===== src/rtl/fetch_pkg.sv =====
// Shared types and constants for the instruction fetch unit.
package fetch_pkg;

    localparam int unsigned XLEN = 32;
    localparam logic [XLEN-1:0] NOP = 32'h0000_0013;

    typedef struct packed {
        logic [XLEN-1:0] pc;
        logic [XLEN-1:0] instr;
    } fetch_entry_t;

    typedef enum logic {
        BOOT,
        RUN
    } fetch_state_t;

    function automatic logic [XLEN-1:0] align_pc(input logic [XLEN-1:0] pc);
        return pc & {{(XLEN-2){1'b1}}, 2'b00};
    endfunction

endpackage


===== src/rtl/fetch_queue.sv =====
// Prefetch queue: shift-register FIFO whose head is always entry 0, so the
// head outputs come straight from flops.
module fetch_queue
    import fetch_pkg::*;
#(
    parameter int unsigned DEPTH = 2,
    localparam int unsigned CW   = $clog2(DEPTH + 1)
) (
    input  logic          clk,
    input  logic          rst,
    input  logic          push,
    input  fetch_entry_t  push_data,
    input  logic          pop,
    input  logic          flush,
    output logic [CW-1:0] count,
    output fetch_entry_t  head
);

    fetch_entry_t [DEPTH-1:0] mem_q, mem_d;
    logic [CW-1:0]            count_q, count_d;
    logic [CW-1:0]            wr_idx;

    always_comb begin
        mem_d   = mem_q;
        count_d = count_q;
        wr_idx  = pop ? count_q - CW'(1) : count_q;
        if (flush) begin
            count_d = '0;
        end else begin
            if (pop) begin
                for (int unsigned i = 0; i + 1 < DEPTH; i++) begin
                    mem_d[i] = mem_q[i+1];
                end
            end
            // Write after the shift so a simultaneous pop frees the slot first.
            if (push) begin
                for (int unsigned i = 0; i < DEPTH; i++) begin
                    if (CW'(i) == wr_idx) begin
                        mem_d[i] = push_data;
                    end
                end
            end
            count_d = count_q + CW'(push) - CW'(pop);
        end
    end

    always_ff @(posedge clk or posedge rst) begin
        if (rst) begin
            mem_q   <= '0;
            count_q <= '0;
        end else begin
            mem_q   <= mem_d;
            count_q <= count_d;
        end
    end

    assign count = count_q;
    assign head  = mem_q[0];

    overflow_a: assert property (@(posedge clk) disable iff (rst)
        !(push && !pop && !flush && count_q == CW'(DEPTH)));

endmodule


===== src/rtl/fetch_unit.sv =====
// Instruction fetch unit: sequential prefetch into a small queue, flushed on redirect.
// Optional fetch_count handshake counter is built when FETCH_PERF_CNT_EN is defined.
module fetch_unit
    import fetch_pkg::*;
#(
    parameter logic [XLEN-1:0] RESET_PC = 32'h0000_0000,
    parameter int unsigned     QDEPTH   = 2
) (
    input  logic            clk,
    input  logic            rst,
    output logic            imem_req,
    output logic [XLEN-1:0] imem_addr,
    input  logic [XLEN-1:0] imem_rdata,
    input  logic            redirect,
    input  logic [XLEN-1:0] redirect_pc,
    output logic            instr_valid,
    input  logic            instr_ready,
    output logic [XLEN-1:0] instr,
`ifdef FETCH_PERF_CNT_EN
    output logic [XLEN-1:0] fetch_count,
`endif
    output logic [XLEN-1:0] instr_pc
);

    localparam int unsigned CW       = $clog2(QDEPTH + 1);
    localparam logic [CW:0] QDEPTH_W = (CW+1)'(QDEPTH);

    fetch_state_t    state_q, state_d;
    logic [XLEN-1:0] fetch_pc_q, fetch_pc_d;
    logic [XLEN-1:0] req_pc_q, req_pc_d;
    logic            inflight_q, inflight_d;
    logic [CW-1:0]   q_count;
    fetch_entry_t    q_head;
    fetch_entry_t    push_entry;
    logic            pop, push, flush, issue;
    logic [CW:0]     occupancy;

    assign pop = instr_valid & instr_ready;
    // Slots already spoken for: queued words plus the response still on its way.
    assign occupancy = {1'b0, q_count} + (CW+1)'(inflight_q) - (CW+1)'(pop);

    always_comb begin
        state_d    = RUN;
        issue      = (state_q == RUN) && !redirect && (occupancy < QDEPTH_W);
        push       = inflight_q && !redirect;
        flush      = (state_q == RUN) && redirect;
        inflight_d = issue;
        req_pc_d   = issue ? fetch_pc_q : req_pc_q;
        fetch_pc_d = fetch_pc_q;
        if (redirect) begin
            fetch_pc_d = align_pc(redirect_pc);
        end else if (issue) begin
            fetch_pc_d = fetch_pc_q + XLEN'(4);
        end
        push_entry = '{pc: req_pc_q, instr: imem_rdata};
    end

    always_ff @(posedge clk or posedge rst) begin
        if (rst) begin
            state_q    <= BOOT;
            fetch_pc_q <= RESET_PC;
            req_pc_q   <= RESET_PC;
            inflight_q <= 1'b0;
        end else begin
            state_q    <= state_d;
            fetch_pc_q <= fetch_pc_d;
            req_pc_q   <= req_pc_d;
            inflight_q <= inflight_d;
        end
    end

    fetch_queue #(.DEPTH(QDEPTH)) u_queue (
        .clk       (clk),
        .rst       (rst),
        .push      (push),
        .push_data (push_entry),
        .pop       (pop),
        .flush     (flush),
        .count     (q_count),
        .head      (q_head)
    );

    assign imem_req    = issue;
    assign imem_addr   = fetch_pc_q;
    assign instr_valid = (q_count != '0);
    assign instr       = q_head.instr;
    assign instr_pc    = q_head.pc;

`ifdef FETCH_PERF_CNT_EN
    logic [XLEN-1:0] fetch_count_q, fetch_count_d;

    always_comb begin
        fetch_count_d = fetch_count_q + XLEN'(pop);
    end

    always_ff @(posedge clk or posedge rst) begin
        if (rst) begin
            fetch_count_q <= '0;
        end else begin
            fetch_count_q <= fetch_count_d;
        end
    end

    assign fetch_count = fetch_count_q;
`endif

endmodule


===== config.mk =====
export PLATFORM = sky130hd
export DESIGN_NAME = fetch_unit
export DESIGN_NICKNAME = d
export VERILOG_FILES = /design/src/rtl/fetch_pkg.sv /design/src/rtl/fetch_queue.sv /design/src/rtl/fetch_unit.sv
export SDC_FILE = /design/constraint.sdc
export NUM_CORES = 1
export LEC_CHECK = 0
export ABC_CLOCK_PERIOD_IN_PS = 7470
export CAP_MARGIN = 10
export CELL_PAD_IN_SITES_DETAIL_PLACEMENT = 2
export CELL_PAD_IN_SITES_GLOBAL_PLACEMENT = 2
export CORE_UTILIZATION = 35
export CTS_BUF_LIST = sky130_fd_sc_hd__clkbuf_8
export DETAILED_ROUTE_END_ITERATION = 10
export PLACE_DENSITY = 0.86
export SYNTH_ARGS = -nofsm -noshare
export SYNTH_HDL_FRONTEND = slang
export SYNTH_SLANG_ARGS = --single-unit

===== constraint.sdc =====
create_clock -name clk -period 7.47 [get_ports clk]
set_clock_uncertainty 0.1 [all_clocks]
set_input_delay 1.1205 -clock clk [delete_from_list [all_inputs] [get_ports clk]]
set_output_delay 1.1205 -clock clk [all_outputs]
set_load 0.01 [all_outputs]

-- After elaboration in Yosys (flattened, before gate mapping)
Cells that the tools add are included.
- register bits: 196
- latch bits: 0
- memory bits (writable): 0
- memory bits (read-only): 0
- bits of input ports: 68
- word-level logic and storage cells: 35
- memories kept: 0
- add/sub/neg operators: 6
- multipliers: 0
- divide/modulo/power cells: 0
- magnitude comparators: 1
- eq/ne operators: 1
- shift-type cells: 0
- multiplexer cells: 7
- bitwise operators: 2
- reduce and logical (&&, ||, !) cells: 9
- operator list (operator ; count):
    64-bit 2-to-1 mux ; 3
    32-bit 2-to-1 mux ; 2
    32-bit by 3-bit adder with 32-bit output, second input constant ; 1
    1-bit logical AND ; 4
    2-bit 2-to-1 mux ; 2
    2-bit nonzero test ; 2
    2-bit by 1-bit adder with 3-bit output ; 1
    3-bit by 2-bit < comparator with 1-bit output, second input constant ; 1
    3-bit AND reduction ; 1
    3-bit by 1-bit subtractor with 3-bit output ; 1
    2-bit by 1-bit adder with 2-bit output ; 1
    1-bit by 2-bit == test with 1-bit output, first input constant ; 1
    2-bit zero test ; 1
    2-bit by 1-bit subtractor with 2-bit output ; 1
    2-bit by 1-bit subtractor with 2-bit output, second input constant ; 1
    1-bit bitwise AND ; 1
    1-bit zero test ; 1
    1-bit NOT ; 1

-- Longest topological paths before layout
Gate-level depths: netlist (run 1).
- depth in word-level cells: 7
- mapped depth: 12
- depth with buffers taken out: 10

-- Hierarchy
From an unflattened synthesis (run 1), not the netlist that was laid out.
- cells, all modules: 786
- area total of the unflattened synthesis: 9012.4 µm²
- modules (own cells, without submodules) (module ; instances ; cells each ; area each (µm²)):
    fetch_queue ; 1 ; 431 ; 5878.1
    fetch_unit ; 1 ; 355 ; 3134.3

-- Least setup slack after synthesis (run 1)
Ideal clock, no wire load.
- path kind: in2out
- start: in instr_ready
- end: out imem_req
- arrival time: 3.079 ns
- required time: 6.249 ns
- path slack: 3.171 ns
- stages on the path: 8
- path buffers: 2
- path through: nor2b_1 -> clkbuf_1 -> xnor2_1 -> nand2_1 -> fa_1 -> xor2_4 -> nor3_1 -> clkbuf_1
- cells in the longest elaborated chain, start to end: 4
- ends and longest elaborated chain (what ; RTL line ; RTL):
    from (decl) ; fetch_unit.sv:17 ; input logic instr_ready,
    1-bit bitwise AND ; fetch_unit.sv:38 ; assign pop = instr_valid & instr_ready;
    3-bit by 1-bit subtractor with 3-bit output ; fetch_unit.sv:40 ; assign occupancy = {1'b0, q_count} + (CW+1)'(inflight_q) - (CW+1)'(pop);
    3-bit by 2-bit < comparator with 1-bit output ; fetch_unit.sv:44 ; issue = (state_q == RUN) && !redirect && (occupancy < QDEPTH_W);
    1-bit logical AND ; fetch_unit.sv:44 ;
    to (decl) ; fetch_unit.sv:11 ; output logic imem_req,
No other way between the ends.

-- Worst setup path in the final report (run 1)
Ends and elaborated chain as after synthesis.

==> results.json, run 1 <==
{
  "reg2reg_slack_ns": 3.00,
  "max_freq_mhz": 171.4,
  "grt_pass1_vias": 7737,
  "setup_viol": 0,
  "whs_path_depth": 1,
  "design.core.area_um2": 25330,
  "grt_max_degree": 115,
  "clock_path_buffers": 2,
  "tightest_slew_ns": 1.030,
  "layout_commonest_cell": "dfrtp_1",
  "synth-edff-count": 0,
  "status": "completed",
  "drc": 0,
  "wl_per_cell_um": 21.26,
  "slowest_delay_ns": 0.66,
  "reg2regPathDepth": 10,
  "hold_buffers": 0,
  "whs_endpoint": "u_queue.mem_q[109]",
  "fp.dieW_um": 163.2,
  "root_buffer": "clkbuf_8",
  "gp_congestion": 0.7762,
  "post-cts-setup-buffers": 0,
  "vias": 6988,
  "slowest_stage": "fa_1",
  "r2r_end": "imem_addr[23]",
  "dp_slack_ns": 1.710,
  "critPathKind": "input pin to output port",
  "power_density_nw_per_um2": 379.5,
  "period_needed_ns": 5.835,
  "die-area_um2": 26630,
  "io_buffers": 161,
  "ys_ff_latch": 190,
  "clk_pin_slew_ns": 0.09,
  "die_y_um": 163.2,
  "detail_route.vias_per_cell": 5.515,
  "cts_sinks": 190,
  "cp.depth": 9,
  "dpl_cell_area_um2": 10490,
  "ctsResizeCount": 0,
  "p_leak_nw": 4.304,
  "ys_seq_area_frac": 0.5229,
  "worstSetupStartpointType": "input pin",
  "netlist_area_um2": 9092,
  "async_flop_share": 1.000,
  "p_switching_mw": 1.601,
  "fill_cells": 2631,
  "drtPass1Iterations": 4,
  "diodes": 0,
  "place_hpwl_um": 18170,
  "antenna_found_initial": 0,
  "cts_buffers": 17,
  "layout-drive-gt1-share": 0.1558,
  "rows": 58,
  "tns_ns": 0,
  "dp_cells": 1235,
  "clock_latency_ns": 0.47,
  "synth.largest_area_cell": "dfrtp_1",
  "end_kind": "output port",
  "fin_area_um2": 10870,
  "layout_common_cells": "dfrtp_1, clkdlybuf4s50_1, mux2_2",
  "hp-start": "u_queue.mem_q[109]",
  "path_buf_inv": 3,
  "finalCritPeriodShare": 0.7811,
  "max_cap_violations": 0,
  "io_pins": 166,
  "slew_headroom": 0.3134,
  "initial_utilization": 0.3590,
  "grt.total_usage": 0.2123,
  "syn_inst": 860,
  "cts_tree": "done",
  "arrival_ns": 4.61,
  "ant_nets": 0,
  "p_comb_frac": 0.406,
  "yosysTopAreaCellShare": 0.5229,
  "rsz0062_at_grt": "false",
  "crit_required_ns": 6.25,
  "intPower_mw": 2.523,
  "ir_drop_mv": 0.1332,
  "syn_to_final_growth_pct": 19.51,
  "h-tree-depth": 4,
  "hold_path.class": "flop to flop",
  "hold_viol_final": 0,
  "grt-ovfl-total": 0,
  "fin_ws_ns": 1.635,
  "synth.distinct_cells": 52,
  "initialDrtViolationCount": 422,
  "path_max_fanout": 32,
  "pwr-share-seq": 0.430,
  "avgSynthCellArea_um2": 10.57,
  "synth_top_flop_cell": "dfrtp_1",
  "yosysWarnings": 0,
  "whs_ns": 0.4014,
  "utilization": 0.4291,
  "final_nets": 997,
  "clkPwrFrac": 0.164,
  "slew_viol_final": 0,
  "finalWirelength_um": 26940,
  "crit_family": "buffers and inverters",
  "grt_pass1_wl_um": 43510,
  "rr_startpoint": "u_queue.count[1]",
  "layout.cells.non_filler": 1267,
  "power_switching_share": 0.3881,
  "crit_chain": "clkdlybuf4s50_1, nor2b_1, xnor2_1, nand2_1, fa_1, nand2_1, nor3_2, buf_4, clkdlybuf4s50_1",
  "netlist_top_cells_area": "dfrtp_1, mux2_2, buf_4",
  "total_power_mw": 4.124
}
==> worst max path at each step <==
stage / from / end / slack [ns]
CTS: instr_ready / imem_req / 1.63
floorplan: rst / imem_addr[10] / 1.08
global route: u_queue.count[1] / imem_req / 1.48
finish: instr_ready / imem_req / 1.64
global placement: instr_ready / imem_req / 1.85
detailed placement: instr_ready / imem_req / 1.71
==> kinds of logic (layout without fill, tap and decap cells) <==
logic type,count (synthesis),after routing,synth area share
other,2,3,0.0008260
and+or+nand+nor,240,240,0.1325
buffers and inverters,139,215,0.08738
muxes,93,93,0.1150
adders and majority gates,5,5,0.007706
AOI/OAI and AO/OA,179,179,0.1200
xor gates and xnor gates,12,12,0.01362
DFF,190,190,0.5229
==> cell usage after synthesis, types with 3 or more instances <==
cell type / number
a21oi_1: 13
a31oi_1: 65
and4_1: 5
buf_1: 3
buf_2: 8
buf_4: 66
clkbuf_1: 47
dfrtp_1: 190
ha_1: 4
inv_1: 12
mux2_2: 91
nand2_1: 28
nand3_1: 66
nand4_1: 15
nor2_1: 82
nor2b_1: 5
nor3_1: 4
nor4b_1: 3
o21ai_0: 65
o31ai_1: 11
o32ai_1: 10
or3_1: 5
or4_1: 12
xnor2_1: 7
xor2_1: 4
==> sequential cells by signal (all words and copies together) (netlist names) <==
register,cells
inflight_q,1
imem_addr,30
u_queue.count,2
u_queue.mem_q,62
req_pc_q,30
state_q,1
u_queue.head,64
==> cell type report <==
class                   instances  area [um^2]  share of cell area
flip-flops and latches        190         4755              0.4375
multi-input cells             532         3585              0.3299
repair buffers                170         1679              0.1545
well taps                     330        412.9             0.03800
clock buffers                  19        261.5             0.02406
clock inverters                13        117.6             0.01082
inverters                      13        56.30            0.005181
==> power groups by stage <==
stage	logic (mW)	registers [mW]	clock network, mW
after CTS	1.71	1.78	0.694
after floorplan	1.21	1.66	0
after global placement	1.61	1.75	0
final	1.68	1.77	0.677
after detailed placement	1.69	1.80	0
after global routing	1.84	1.83	0.734
==> routing by layer <==
layer	vias to the layer above	GRT usage	wire, um
met5	-	0	0
met4	0	0.06415	372
met3	26	0.03022	809
met2	169	0.3563	13350
met1	3630	0.2826	12410
li1	3163	-	-
Power figures use the tool's default switching activity.
==> run 2: changes to the inputs <==
- ABC_CLOCK_PERIOD_IN_PS: 7470 -> 5200
- CORE_UTILIZATION: 35 -> 31
- PLACE_DENSITY: 0.86 -> 0.81
- clock period: 7.47 -> 5.2 ns (I/O delays scaled with it)
==> run 2 against run 1 <==
Die area up 13%. Sequential power up 43%. Worst setup slack worse by 1.2 ns. Critical path type is now flop to output port. Critical endpoint unchanged. Largest cell class unchanged.
==> results.json, run 2 (synthesized netlist as in run 1, its figures left out) <==
{
  "finalWirelength_um": 27090,
  "wl_per_cell_um": 20.44,
  "clock_path_buffers": 2,
  "cts_buffers": 17,
  "max_cap_violations": 0,
  "syn_to_final_growth_pct": 20.43,
  "ir_drop_mv": 0.1957,
  "drtPass1Iterations": 4,
  "slew_viol_final": 0,
  "grt-ovfl-total": 0,
  "critPathKind": "flop to output port",
  "io_pins": 166,
  "cts_tree": "done",
  "die-area_um2": 30020,
  "initial_utilization": 0.3159,
  "max_freq_mhz": 211.2,
  "dpl_cell_area_um2": 10610,
  "initialDrtViolationCount": 348,
  "p_leak_nw": 4.312,
  "fp.dieW_um": 173.3,
  "crit_family": "simple AND/OR/NAND/NOR gates",
  "grt_max_degree": 113,
  "rows": 62,
  "layout.cells.non_filler": 1325,
  "vias": 6948,
  "antenna_found_initial": 0,
  "final_nets": 1001,
  "layout_commonest_cell": "dfrtp_1",
  "regArea_um2": 4755,
  "grt_pass1_vias": 7781,
  "fin_area_um2": 10950,
  "cts_sinks": 190,
  "power_density_nw_per_um2": 533.7,
  "largest_register_ffs": 64,
  "io_buffers": 161,
  "drc": 0,
  "whs_path_depth": 1,
  "whs_ns": 0.4052,
  "period_needed_ns": 4.735,
  "clock_latency_ns": 0.48,
  "gp_congestion": 0.7909,
  "crit_chain": "inv_1, ha_1, nor2b_2, xnor2_1, nand2_1, fa_1, nand2_1, nor3_2, clkdlybuf4s50_1",
  "dp_cells": 1293,
  "finalCritPeriodShare": 0.9106,
  "path_max_fanout": 8,
  "timing.critical_path.mode_cell": "nand2_1",
  "rsz0062_at_grt": "false",
  "status": "completed",
  "design.core.area_um2": 28780,
  "h-tree-depth": 4,
  "diodes": 0,
  "layout_common_cells": "dfrtp_1, clkdlybuf4s50_1, mux2_2",
  "path_buf_inv": 2,
  "slowest_delay_ns": 0.67,
  "reg2regPathDepth": 10,
  "grt.total_usage": 0.1877,
  "hold_viol_final": 0,
  "tns_ns": 0,
  "layout-drive-gt1-share": 0.1573,
  "fill_cells": 3041,
  "root_buffer": "clkbuf_8",
  "grt_pass1_wl_um": 44100,
  "cp.depth": 9,
  "clk_pin_slew_ns": 0.09,
  "crit_required_ns": 4.32,
  "setup_viol": 0,
  "end_kind": "output port",
  "die_y_um": 173.3,
  "hold_path.class": "flop to flop",
  "arrival_ns": 3.86,
  "slew_headroom": 0.3409,
  "post-cts-setup-buffers": 0,
  "place_hpwl_um": 18400,
  "worstSetupStartpointType": "flop",
  "slowest_stage": "dfrtp_1",
  "ant_nets": 0,
  "detail_route.vias_per_cell": 5.244,
  "multi_input_area_um2": 3587,
  "tightest_slew_ns": 0.9887
}
-- run 2: changes by cell type in the layout (fill, tap and decap cells not counted) --
cell	previous run	this run
nor2b_1	5	4
clkinvlp_4	0	3
clkinv_4	3	2
inv_8	4	0
buf_12	0	2
clkinv_2	1	3
clkbuf_8	19	18
nor2b_2	0	1
inv_1	11	14
inv_6	6	4
buf_4	9	11
-- run 2: cell type report --
class / instances / area share
repair buffers: 174 / 0.1584
clock inverters: 14 / 0.008569
flip-flops and latches: 190 / 0.4342
inverters: 13 / 0.004799
multi-input cells: 532 / 0.3276
well taps: 384 / 0.04388
clock buffers: 18 / 0.02262
-- run 2: final timing paths --
kind                                    start                 end  slack (ns)
max in group asynchronous                 rst    u_queue.head[37]        3.25
max reg2reg                  u_queue.count[1]       imem_addr[25]        1.05
min reg2reg                u_queue.mem_q[109]  u_queue.mem_q[109]        0.41
min                        u_queue.mem_q[109]  u_queue.mem_q[109]        0.41
max                          u_queue.count[1]            imem_req        0.46
min in group asynchronous                 rst    u_queue.head[51]        0.73
-- run 2: timing repair --
action                                  CTS  global route
endpoints found under the setup margin    0             1
gates resized for setup                   0             1
hold buffers                              0             0
-- run 2: power breakdown --
part           internal (mW)  leakage (nW)  total [mW]  switching (mW)
sequential              2.09          2.33        2.53           0.445
clock                  0.343         0.184       0.899           0.556
combinational           1.17          1.80        2.41            1.24
-- run 2: metal layers --
metal	track usage	vias up	routed length [um]
met2	0.3062	171	12870
li1	-	3168	-
met4	0.06010	0	464
met5	0	-	0
met3	0.03728	29	1031
met1	0.2498	3580	12720
-- run 2: through the flow --
stage               power (mW)  setup WS [ns]    util
floorplan                4.130          1.582       -
global placement         4.866         0.6043  0.3685
detailed placement       5.013         0.5685  0.3685
CTS                      5.940         0.2092  0.3804
global route             6.269         0.1835  0.3805
finish                   5.844         0.4650  0.3805
